===== config.mk =====
export PLATFORM = sky130hd
export DESIGN_NAME = serial_paralelo
export DESIGN_NICKNAME = d
export VERILOG_FILES = /design/src/rtl/phy_pkg.sv /design/src/rtl/comma_detect.sv /design/src/rtl/serial_paralelo.sv
export SDC_FILE = /design/constraint.sdc
export NUM_CORES = 1
export LEC_CHECK = 0
export ABC_AREA = 1
export CORE_MARGIN = 2
export CORE_UTILIZATION = 54
export DETAILED_ROUTE_END_ITERATION = 6
export PLACE_DENSITY = 0.77
export SLEW_MARGIN = 20
export SYNTH_ARGS = -nofsm -noshare
export SYNTH_HDL_FRONTEND = slang
export SYNTH_SLANG_ARGS = --single-unit

===== constraint.sdc =====
create_clock -name clk_32f -period 1.6 [get_ports clk_32f]
set_clock_uncertainty 0.05 [all_clocks]
set_input_delay 0.32 -clock clk_32f [delete_from_list [all_inputs] [get_ports clk_32f]]
set_output_delay 0.32 -clock clk_32f [all_outputs]
set_load 0.01 [all_outputs]

===== src/rtl/phy_pkg.sv =====
// phy_pkg
// Definitions shared by the serial receive path (serial_paralelo) and the
// transmit-side serializer: the receiver FSM state encoding, the default
// idle/alignment byte and the default number of aligned commas needed for lock.
// No ports; import with "import phy_pkg::*;".
package phy_pkg;

    // Receiver alignment states.
    typedef enum logic [1:0] {
        SEARCH = 2'd0,
        ALIGN  = 2'd1,
        ACTIVE = 2'd2
    } sp_state_t;

    // K28.5-style idle byte transmitted between data bytes and used for alignment.
    localparam logic [7:0] COMMA_DEFAULT = 8'hBC;

    // Consecutive aligned commas required before the link is declared active.
    localparam int BC_NEEDED_DEFAULT = 4;

endpackage : phy_pkg


===== src/rtl/comma_detect.sv =====
// comma_detect
// Serial-to-byte shift register plus COMMA comparator for the receive path.
// Every clk_32f edge the incoming bit is shifted in at the LSB, so the oldest
// bit of the current 8-bit window sits at the MSB (MSB-first serial order).
//
// Ports
//   clk_32f    in   bit clock
//   reset_L    in   asynchronous active-low reset, clears the history
//   data_in    in   serial bit, MSB first
//   shift_next out  8-bit shift value including the bit being sampled this edge
//   comma_hit  out  shift_next equals COMMA
module comma_detect
    import phy_pkg::*;
#(
    parameter logic [7:0] COMMA = COMMA_DEFAULT
) (
    input  logic       clk_32f,
    input  logic       reset_L,
    input  logic       data_in,
    output logic [7:0] shift_next,
    output logic       comma_hit
);

    // Only the seven most recent bits need storing: together with the bit on
    // data_in they form the full 8-bit shift value. The bit that would fall
    // off the MSB this edge is never looked at again.
    logic [6:0] history;

    // The FSM decides on the value the register is about to take, which is
    // what gives a one-cycle latency from the last bit to the outputs.
    assign shift_next = {history, data_in};
    assign comma_hit  = (shift_next == COMMA);

    always_ff @(posedge clk_32f or negedge reset_L) begin
        if (!reset_L) begin
            history <= '0;
        end else begin
            history <= shift_next[6:0];
        end
    end

endmodule : comma_detect


===== src/rtl/serial_paralelo.sv =====
// serial_paralelo
// Serial-to-parallel receiver with comma-based byte alignment. A bit stream
// arriving MSB first on clk_32f is searched for COMMA, byte boundaries are
// locked to it, and once BC_NEEDED consecutive aligned commas have been seen
// the link goes active and every non-comma byte is presented on data_out.
//
// Parameters
//   COMMA      idle/alignment byte (default 8'hBC)
//   BC_NEEDED  aligned commas required for lock, 1..15 (default 4)
//
// Ports
//   clk_32f      in   bit clock, all state changes on its rising edge
//   reset_L      in   asynchronous active-low reset
//   data_in      in   serial bit stream, MSB first
//   data_out     out  last completed non-comma byte (registered)
//   valid_out    out  data_out holds a received data byte
//   active       out  alignment locked and BC_NEEDED commas seen
//   realign_cnt  out  in-service realignments, saturating (SP_REALIGN_EN only)
//
// Build option
//   SP_REALIGN_EN  when defined, a comma seen off the byte boundary while
//                  ACTIVE re-locks the alignment and is counted. When not
//                  defined ACTIVE is left only through reset.
module serial_paralelo
    import phy_pkg::*;
#(
    parameter logic [7:0] COMMA     = COMMA_DEFAULT,
    parameter int         BC_NEEDED = BC_NEEDED_DEFAULT
) (
    input  logic       clk_32f,
    input  logic       reset_L,
    input  logic       data_in,
    output logic [7:0] data_out,
    output logic       valid_out,
    output logic       active
`ifdef SP_REALIGN_EN
    ,
    output logic [7:0] realign_cnt
`endif
);

    localparam logic [3:0] BC_TARGET = 4'(BC_NEEDED);

    sp_state_t  state, state_next;
    logic [2:0] phase, phase_next;
    logic [3:0] bc_cnt, bc_next, bc_inc;
    logic [7:0] data_next;
    logic       valid_next;
    logic [7:0] shift_next;
    logic       comma_hit;
    logic       byte_done;
`ifdef SP_REALIGN_EN
    logic [7:0] realign_next;
`endif

    comma_detect #(
        .COMMA (COMMA)
    ) u_comma_detect (
        .clk_32f    (clk_32f),
        .reset_L    (reset_L),
        .data_in    (data_in),
        .shift_next (shift_next),
        .comma_hit  (comma_hit)
    );

    // A byte completes on the edge where phase wraps from 7 back to 0.
    assign byte_done = (phase == 3'd7);
    assign bc_inc    = bc_cnt + 4'd1;
    assign active    = (state == ACTIVE);

    // Next-state and output decode. phase free-runs; a comma found while
    // searching (or a realignment) restarts it so the following 8 bits
    // form the next byte.
    always_comb begin
        state_next = state;
        phase_next = phase + 3'd1;
        bc_next    = bc_cnt;
        data_next  = data_out;
        valid_next = valid_out;
`ifdef SP_REALIGN_EN
        realign_next = realign_cnt;
`endif
        case (state)
            SEARCH: begin
                valid_next = 1'b0;
                if (comma_hit) begin
                    phase_next = 3'd0;
                    bc_next    = 4'd1;
                    state_next = (BC_TARGET == 4'd1) ? ACTIVE : ALIGN;
                end
            end
            ALIGN: begin
                valid_next = 1'b0;
                if (byte_done) begin
                    if (comma_hit) begin
                        bc_next = bc_inc;
                        if (bc_inc == BC_TARGET) begin
                            state_next = ACTIVE;
                        end
                    end else begin
                        bc_next    = 4'd0;
                        state_next = SEARCH;
                    end
                end
            end
            ACTIVE: begin
`ifdef SP_REALIGN_EN
                // A comma off the boundary means the alignment slipped:
                // relock on it, treating it as the first comma of a new run.
                if (comma_hit && !byte_done) begin
                    phase_next = 3'd0;
                    bc_next    = 4'd1;
                    valid_next = 1'b0;
                    state_next = ALIGN;
                    if (realign_cnt != 8'hFF) begin
                        realign_next = realign_cnt + 8'd1;
                    end
                end else
`endif
                if (byte_done) begin
                    if (comma_hit) begin
                        valid_next = 1'b0;
                    end else begin
                        data_next  = shift_next;
                        valid_next = 1'b1;
                    end
                end
            end
            default: begin
                state_next = SEARCH;
                valid_next = 1'b0;
            end
        endcase
    end

    // State and output registers; reset discards any partial byte.
    always_ff @(posedge clk_32f or negedge reset_L) begin
        if (!reset_L) begin
            state     <= SEARCH;
            phase     <= 3'd0;
            bc_cnt    <= 4'd0;
            data_out  <= 8'h00;
            valid_out <= 1'b0;
        end else begin
            state     <= state_next;
            phase     <= phase_next;
            bc_cnt    <= bc_next;
            data_out  <= data_next;
            valid_out <= valid_next;
        end
    end

`ifdef SP_REALIGN_EN
    // Realignment counter, kept separate so it disappears in the default build.
    always_ff @(posedge clk_32f or negedge reset_L) begin
        if (!reset_L) begin
            realign_cnt <= 8'h00;
        end else begin
            realign_cnt <= realign_next;
        end
    end
`endif

endmodule : serial_paralelo


==> results.sh, run 1 <==
export IMPL_worst_hold_slack_ns=0.303
export IMPL_cp_arrival_ns=1.59
export IMPL_ant_nets=0
export IMPL_grt_pass1_wl_mm=3.45
export IMPL_crit_required_ns=1.76
export IMPL_grt_pass1_vias=890
export IMPL_numCtsBuffers=3
export IMPL_drt_vias_per_instance=4.91
export IMPL_die_height_um=51.1
export IMPL_grt_max_degree=26
export IMPL_ctsRootBufferMaster="clkbuf_4"
export IMPL_maxCapViolations=0
export IMPL_slew_headroom_pct=79.6
export IMPL_p_total_uw=1160
export IMPL_h_tree_depth=1
export IMPL_ys_seq_elements=25
export IMPL_fmax_ghz=0.698
export IMPL_drt_iter0_markers=11
export IMPL_drive_above_1_share_pct=23.6
export IMPL_dr_pass1_iters=4
export IMPL_status="completed"
export IMPL_fin_crit_sh_pct=89.5
export IMPL_antenna_found_initial=0
export IMPL_synthCells=124
export IMPL_drv_slew=0
export IMPL_synth_area_um2=1200
export IMPL_layout_cells_non_filler=172
export IMPL_crit_path_max_fanout=17
export IMPL_timing_critical_path_mode_cell="ha_1"
export IMPL_wl_per_cell_um=10.4
export IMPL_ir_drop_mv=0.682
export IMPL_tritoncts="done"
export IMPL_port_buffers=12
export IMPL_cts_clk_slew_worst_paths_ns=0.13
export IMPL_place_area_um2=1370
export IMPL_syn_nets=131
export IMPL_grtUsageMet3_pct=5.26
export IMPL_vias=845
export IMPL_gp_congestion=0.825
export IMPL_worstSetupEndpointType="flip-flop"
export IMPL_worstSkewPairLatency_ns=0.31
export IMPL_yosysWarningCount=0
export IMPL_cts_sinks=25
export IMPL_worst_path_largest_cell_delay_ns=0.38
export IMPL_grt_use_total_pct=17.8
export IMPL_num_antenna_cells=0
export IMPL_start_kind="flip-flop"
export IMPL_nNetsFinal=152
export IMPL_final_cell_mix="nand2_1, dfrtp_1, inv_1, nand3_1, o21ai_2"
export IMPL_crit_type="flip-flop to flip-flop"
export IMPL_rows=17
export IMPL_core_um2=2150
export IMPL_p_per_area_nw_per_um2=828
export IMPL_startpoint="phase[0]"
export IMPL_grtUsageMet2_pct=27.5
export IMPL_die_area_um2=2620
export IMPL_synth_cell_type_count=16
export IMPL_timing_final_crit_period_ns=1.43
export IMPL_final_common_cell="nand2_1"
export IMPL_area_growth_syn_to_layout_pct=16.6
export IMPL_stdcell_area_um2=1400
export IMPL_post_route_drc_count=0
export IMPL_initial_core_util_pct=55.9
export IMPL_grt_busiest_layer="met2"
export IMPL_die_w_um=51.1
export IMPL_dp_cells=167
export IMPL_leakage_uw=0.000872
export IMPL_cts_buffer_depth=2
export IMPL_drt_total_wl_mm=1.79
export IMPL_slowest_stage="dfrtp_1"
export IMPL_grt_util_met1_pct=22.5
export IMPL_hpwlAfterDp_mm=1.35
export IMPL_hp_class="primary input to async pin"
export IMPL_ys_seq_area_share_pct=52.1
export IMPL_rsz0062_at_grt="no"
export IMPL_regToRegSetupSlack_ns=0.17
export IMPL_worstPathCellList="ha_1, ha_1, nand3_4, nand2_1, o21ai_2"
export IMPL_overflow=0
export IMPL_ios=13
export IMPL_hold_violations=0
export IMPL_r2r_start="phase[0]"
export IMPL_synth_avg_cell_area_um2=9.68
export IMPL_finalSetupViolations=0
export IMPL_tightest_slew_ns=0.306
## Yosys cell counts
cell	n	share of area (%)
nor2_1	5	1.6
nand2_4	2	1.9
nand3_4	2	2.9
o21ai_0	2	0.83
inv_2	4	1.3
nor2_2	1	0.52
ha_1	4	4.2
nor2_8	2	3.3
dfrtp_1	25	52
inv_1	18	5.6
nand4_1	2	1.0
o21ai_2	8	5.8
nand2_2	5	2.6
nand3_1	11	4.6
nand2_1	32	10
buf_12	1	1.7
## repair_timing
item / in CTS / in global routing
hold buffers: 0 / 0
setup buffers: 0 / 1
resized for setup: 6 / 6
endpoints found under the setup margin: 6 / 5
## registers in the layout, indices dropped and copies added (netlist names)
name / cells
data_out: 8
bc_cnt: 4
phase: 3
state: 2
valid_out: 1
u_comma_detect.history: 7
## metrics by stage
| stage | util [%] | TNS (ns) | worst slack [ns] |
|---|---|---|---|
| 2_1_floorplan | - | 0 | 0.321 |
| 3_3_place_gp | 63.5 | -0.414 | -0.0492 |
| 3_5_place_dp | 63.5 | -0.867 | -0.104 |
| 4_1_cts | 64.5 | 0 | 0.000877 |
| 5_1_grt | 65.1 | 0 | 0.0752 |
| 6_report | 65.1 | 0 | 0.168 |
## critical path, delay by kind of cell, from the launching register on
kind,cells,cell delay (ns)
adder cells (fa/ha/maj),2,0.41
flip-flops,1,0.38
AND/OR/NAND/NOR,2,0.41
AO/OA/AOI/OAI,1,0.07
## layer usage
| layer | up-vias | wire length (um) | part of all wire (%) |
|---|---|---|---|
| li1 | 428 | - | - |
| met5 | - | 0 | 0 |
| met3 | 6 | 86 | 4.8 |
| met1 | 392 | 830 | 46 |
| met2 | 19 | 839 | 47 |
| met4 | 0 | 34 | 1.9 |
## where the power goes
part | switching, uW | internal, uW
Sequential | 36.6 | 681
Clock | 176 | 93.4
Combinational | 106 | 65.5
## kinds of logic after synthesis
group,Yosys count,share of synthesized area (%)
and+or+nand+nor,62,28.5
DFF,25,52.1
buffers and inverters,23,8.55
AOI/OAI and AO/OA,10,6.67
adders and majority gates,4,4.17
## final timing paths
| path | end | depth (start not counted) |
|---|---|---|
| worst min register to register | u_comma_detect.history[6] | 0 |
| max in group asynchronous | bc_cnt[3] | 2 |
| worst min-delay path | data_out[4] | 2 |
| worst max-delay path | data_out[2] | 5 |
| worst max register to register | data_out[2] | 5 |
| min in group clk_32f | u_comma_detect.history[6] | 0 |
## layout make-up
class	count	area, um^2
Fill cell	170	749
Clock buffer	3	22.5
Tap cell	28	35.0
Inverter	22	82.6
Timing Repair Buffer	17	156
Sequential cell	25	626
Clock inverter	1	5.00
Multi-Input combinational cell	76	472
Power figures use the tool's default switching activity.
==> run 2: changes to the inputs <==
- CORE_UTILIZATION: 54 -> 53
- PLACE_DENSITY: 0.77 -> 0.76
- SKIP_LAST_GASP: default -> 1
- SYNTH_HIERARCHICAL: default -> 1
==> run 2 against run 1 <==
Effect of this change: flip-flop and latch count unchanged; design area decreased by 5.6%; sequential share of layout area increased by 2.7 points; worst hold slack got worse by 0.013 ns; non-clock buffer count decreased by 1; final cell count decreased by 6.4%; sequential power about the same; largest power group unchanged.
==> results.sh, run 2 <==
export IMPL_dp_cells=155
export IMPL_tightest_slew_ns=0.308
export IMPL_grt_pass1_vias=750
export IMPL_p_per_area_nw_per_um2=819
export IMPL_drive_above_1_share_pct=16.4
export IMPL_overflow=0
export IMPL_die_w_um=49.9
export IMPL_final_cell_mix="nand2_1, dfrtp_1, inv_1, o21ai_2, nor2_1"
export IMPL_slew_headroom_pct=79.5
export IMPL_gp_congestion=0.751
export IMPL_post_route_drc_count=0
export IMPL_hp_class="primary input to async pin"
export IMPL_rsz0062_at_grt="no"
export IMPL_netlist_top_cells_area="dfrtp_1, nand2_1, inv_1, o21ai_2, ha_1"
export IMPL_fmax_ghz=0.655
export IMPL_finalSetupViolations=0
export IMPL_drv_slew=0
export IMPL_hold_violations=0
export IMPL_cts_buffer_depth=2
export IMPL_syn_nets=123
export IMPL_fin_util_pct=66.6
export IMPL_top_regs="data_out x8, u_comma_detect/history x7, bc_cnt x4"
export IMPL_rows=16
export IMPL_synth_avg_cell_area_um2=9.64
export IMPL_ir_drop_mv=0.692
export IMPL_timing_final_crit_period_ns=1.53
export IMPL_ant_nets=0
export IMPL_grt_max_degree=26
export IMPL_crit_path_max_fanout=4
export IMPL_cts_sinks=25
export IMPL_crit_required_ns=1.23
export IMPL_synth_area_um2=1120
export IMPL_start_kind="flip-flop"
export IMPL_synthFlopType="dfrtp_1"
export IMPL_wl_per_cell_um=10.5
export IMPL_async_reset_ff_share_pct=100
export IMPL_vias=759
export IMPL_die_height_um=49.9
export IMPL_drt_total_wl_mm=1.70
export IMPL_largest_register="data_out"
export IMPL_die_area_um2=2490
export IMPL_tns_ns=0
export IMPL_numCtsBuffers=3
export IMPL_antenna_found_initial=0
export IMPL_drt_iter0_markers=19
export IMPL_tritoncts="done"
export IMPL_crit_type="flip-flop to primary output"
export IMPL_ys_seq_elements=25
export IMPL_ctsRootBufferMaster="clkbuf_4"
export IMPL_nNetsFinal=142
export IMPL_h_tree_depth=1
export IMPL_worstSkewPairLatency_ns=0.32
export IMPL_initial_core_util_pct=56.4
export IMPL_grt_pass1_wl_mm=3.11
export IMPL_place_ws_ns=-0.170
export IMPL_num_antenna_cells=0
export IMPL_cts_clk_slew_worst_paths_ns=0.13
export IMPL_port_buffers=12
export IMPL_setup_slack_ns=0.0740
export IMPL_layout_cells_non_filler=161
export IMPL_drt_vias_per_instance=4.71
export IMPL_synth_cell_type_count=20
export IMPL_maxCapViolations=0
export IMPL_yosys_area_top_type="dfrtp_1"
export IMPL_status="completed"
export IMPL_worstSetupEndpointType="primary output"
export IMPL_synth_edf_count=0
export IMPL_largest_register_ffs=8
export IMPL_stdcell_area_um2=1320
export IMPL_yosysWarningCount=6
export IMPL_grt_use_total_pct=16.3
export IMPL_dr_pass1_iters=4
export IMPL_place_area_um2=1270
export IMPL_hold_buffers=0
export IMPL_cp_arrival_ns=1.16
export IMPL_core_um2=1980
export IMPL_synth_top_cell_area_share_pct=55.9
export IMPL_synthCells=116
export IMPL_ys_seq_area_share_pct=55.9
export IMPL_area_growth_syn_to_layout_pct=18.0
export IMPL_synth_commonest_cells="dfrtp_1, nand2_1, inv_1"
export IMPL_fin_crit_sh_pct=95.4
export IMPL_ios=13
export IMPL_hpwlAfterDp_mm=1.25
export IMPL_leakage_uw=0.000789
run 2: logic make-up after synthesis:
| kind of cell | count (synthesis) | share of synthesized area (%) |
|---|---|---|
| flops | 25 | 55.9 |
| simple gates | 45 | 19.0 |
| buf+inv | 27 | 10.1 |
| compound gates | 15 | 10.5 |
| fa+ha+maj | 4 | 4.47 |
run 2: final timing paths:
| path | from | endpoint | slack, ns | depth (start not counted) |
|---|---|---|---|---|
| max reg2reg | u_comma_detect/history[5] | state[1] | 0.18 | 7 |
| min | reset_L | data_out[7] | 0.29 | 2 |
| max in group asynchronous | reset_L | u_comma_detect/history[0] | 0.97 | 2 |
| min reg2reg | u_comma_detect/history[3] | u_comma_detect/history[4] | 0.36 | 0 |
| max | state[0] | active | 0.07 | 2 |
| min in group clk_32f | u_comma_detect/history[3] | u_comma_detect/history[4] | 0.36 | 0 |
run 2: final cells by class:
cell class | count | area (um^2)
Multi-Input combinational cell | 64 | 380
Inverter | 25 | 93.8
Clock buffer | 4 | 26.3
Tap cell | 27 | 33.8
Fill cell | 156 | 662
Timing Repair Buffer | 16 | 160
Sequential cell | 25 | 626
run 2: worst max-delay path: stages, from the launching register on:
cell           delay [ns]
dfrtp_1              0.45
nor2_4               0.12
dlygate4sd2_1        0.27
run 2: report_power, final:
group / internal (uW) / switching, uW / total (uW)
Combinational: 38.8 / 57.8 / 96.6
Sequential: 679 / 35.1 / 714
Clock: 97.5 / 172 / 270
Total: 815 / 265 / 1080
run 2: per-stage QoR:
stage	power (uW)	hold slack, ns
floorplan	788	-0.0256
global placement	818	0.334
detailed placement	828	0.335
CTS	1100	0.299
global route	1150	0.333
finish	1080	0.290
run 2: per-layer routing:
| layer | up-vias | global-route usage [%] | share of wire [%] |
|---|---|---|---|
| li1 | 393 | - | - |
| met1 | 350 | 20.2 | 46 |
| met2 | 12 | 28.2 | 48 |
| met3 | 4 | 2.12 | 3.4 |
| met4 | 0 | 6.94 | 1.9 |
| met5 | - | 0 | 0 |
run 2: what timing repair did:
action	CTS	global route
buffers inserted	0	2
resized for setup	4	6
setup endpoints to repair	4	9
pin swaps	0	1
==> run 3: changes to the inputs <==
- CORE_UTILIZATION: 53 -> 26
- PLACE_DENSITY: 0.76 -> default
==> run 3 against run 2 <==
Effect of this change: worst setup slack got worse by 0.021 ns; worst hold slack improved by 0.057 ns; largest power group unchanged; highest routed layer unchanged; final cell count rose by 14%; die area rose by 94%; clock power rose by 41%; critical path type unchanged; sequential share of layout area fell by 1.7 points.
==> results.sh, run 3 (same netlist as run 2, synthesis figures left out) <==
export IMPL_drt_vias_per_instance=4.10
export IMPL_multi_input_area_um2=383
export IMPL_layout_cells_non_filler=183
export IMPL_crit_type="flip-flop to primary output"
export IMPL_nNetsFinal=141
export IMPL_finalSetupViolations=0
export IMPL_dr_pass1_iters=4
export IMPL_numCtsBuffers=3
export IMPL_hp_class="primary input to async pin"
export IMPL_grt_pass1_wl_mm=3.33
export IMPL_slew_headroom_pct=79.7
export IMPL_wl_per_cell_um=10.0
export IMPL_crit_path_max_fanout=2
export IMPL_initial_core_util_pct=27.6
export IMPL_port_buffers=12
export IMPL_rsz0062_at_grt="yes"
export IMPL_path_buf_inv=1
export IMPL_cts_clk_slew_worst_paths_ns=0.09
export IMPL_timing_final_crit_period_ns=1.55
export IMPL_ios=13
export IMPL_maxCapViolations=0
export IMPL_worstSkewPairLatency_ns=0.27
export IMPL_antenna_found_initial=0
export IMPL_h_tree_depth=1
export IMPL_status="completed"
export IMPL_crit_required_ns=1.23
export IMPL_worstPathCellList="clkdlybuf4s50_1"
export IMPL_vias=750
export IMPL_die_height_um=69.6
export IMPL_post_route_drc_count=0
export IMPL_hold_buffers=0
export IMPL_die_area_um2=4840
export IMPL_cp_top_family="buffers and inverters"
export IMPL_core_um2=4060
export IMPL_p_per_area_nw_per_um2=878
export IMPL_drt_total_wl_mm=1.84
export IMPL_start_kind="flip-flop"
export IMPL_grt_pass1_vias=786
export IMPL_seq_area_um2=626
export IMPL_ctsRootBufferMaster="clkbuf_8"
export IMPL_grt_max_degree=26
export IMPL_drt_iter0_markers=17
export IMPL_fin_crit_sh_pct=96.7
export IMPL_gp_congestion=0.797
export IMPL_nFillCells=417
export IMPL_tns_ns=0
export IMPL_final_cell_mix="nand2_1, dfrtp_1, inv_1, o21ai_2, nor2_1"
export IMPL_area_growth_syn_to_layout_pct=22.4
export IMPL_largest_register="data_out"
export IMPL_drive_above_1_share_pct=17.3
export IMPL_num_antenna_cells=0
export IMPL_slowest_stage="clkdlybuf4s50_1"
export IMPL_tritoncts="done"
export IMPL_grt_use_total_pct=8.49
export IMPL_leakage_uw=0.000759
export IMPL_worst_path_largest_cell_delay_ns=0.54
export IMPL_overflow=0
export IMPL_worstSetupEndpointType="primary output"
export IMPL_top_regs="data_out x8, u_comma_detect/history x7, bc_cnt x4"
export IMPL_hpwlAfterDp_mm=1.42
export IMPL_ant_nets=0
export IMPL_cp_arrival_ns=1.18
export IMPL_die_w_um=69.6
export IMPL_fmax_ghz=0.646
export IMPL_drv_slew=0
export IMPL_ir_drop_mv=0.540
export IMPL_largest_register_ffs=8
export IMPL_cts_buffer_depth=2
export IMPL_p_total_uw=1200
export IMPL_cts_sinks=25
export IMPL_hold_violations=0
export IMPL_tightest_slew_ns=0.304
export IMPL_rows=23
export IMPL_dp_cells=178
-- run 3: cell count changes in the layout (fill, tap and decap cells not counted), sizes merged --
cell	change
buf	-1
clkbuf	-1
clkdlybuf4s50	+4
dlygate4sd2	-3
dlymetal6s2s	-1
inv	+1
-- run 3: stage by stage --
stage | util [%] | hold WS (ns) | area [um^2] | setup slack [ns]
after floorplan | - | -0.0256 | 1120 | 0.284
after global placement | 32.0 | 0.335 | 1300 | -0.122
after detailed placement | 32.0 | 0.335 | 1300 | -0.211
after CTS | 33.4 | 0.350 | 1350 | 0.0217
after global routing | 33.7 | 0.360 | 1370 | -0.000211
final | 33.7 | 0.347 | 1370 | 0.0530
-- run 3: per-layer routing --
metal / global-route usage [%] / wire length, um / vias to the layer above
li1: - / - / 390
met1: 9.82 / 851 / 343
met2: 14.4 / 878 / 12
met3: 2.03 / 66 / 5
met4: 4.58 / 42 / 0
met5: 0 / 0 / -
-- run 3: what timing repair did --
| item | in CTS | in global routing |
|---|---|---|
| endpoints found under the hold margin | 0 | 0 |
| gates cloned | 0 | 0 |
| resized for setup | 1 | 6 |
| setup endpoints to repair | 1 | 8 |
| setup buffers | 1 | 0 |
-- run 3: area by class of cell --
type	count	area share [%]
clock inverter	1	0.640
timing repair buffer	15	11.2
multi-input combinational	64	28.0
inverter	25	6.86
sequential	25	45.7
tap	50	4.57
clock buffer	3	3.02
-- run 3: worst paths after layout --
path	from	to	slack, ns	cells after the start
min reg2reg	u_comma_detect/history[2]	u_comma_detect/history[3]	0.36	0
max	data_out[0]	data_out[0]	0.05	1
min	reset_L	data_out[0]	0.35	2
max reg2reg	u_comma_detect/history[0]	data_out[0]	0.16	7
min in group clk_32f	u_comma_detect/history[2]	u_comma_detect/history[3]	0.36	0
max in group asynchronous	reset_L	bc_cnt[2]	0.92	2
-- run 3: power breakdown --
part	switching [uW]	internal, uW	total [uW]
Sequential	34.0	679	713
Combinational	62.8	44.9	108
Clock	199	182	381
Total	296	906	1200
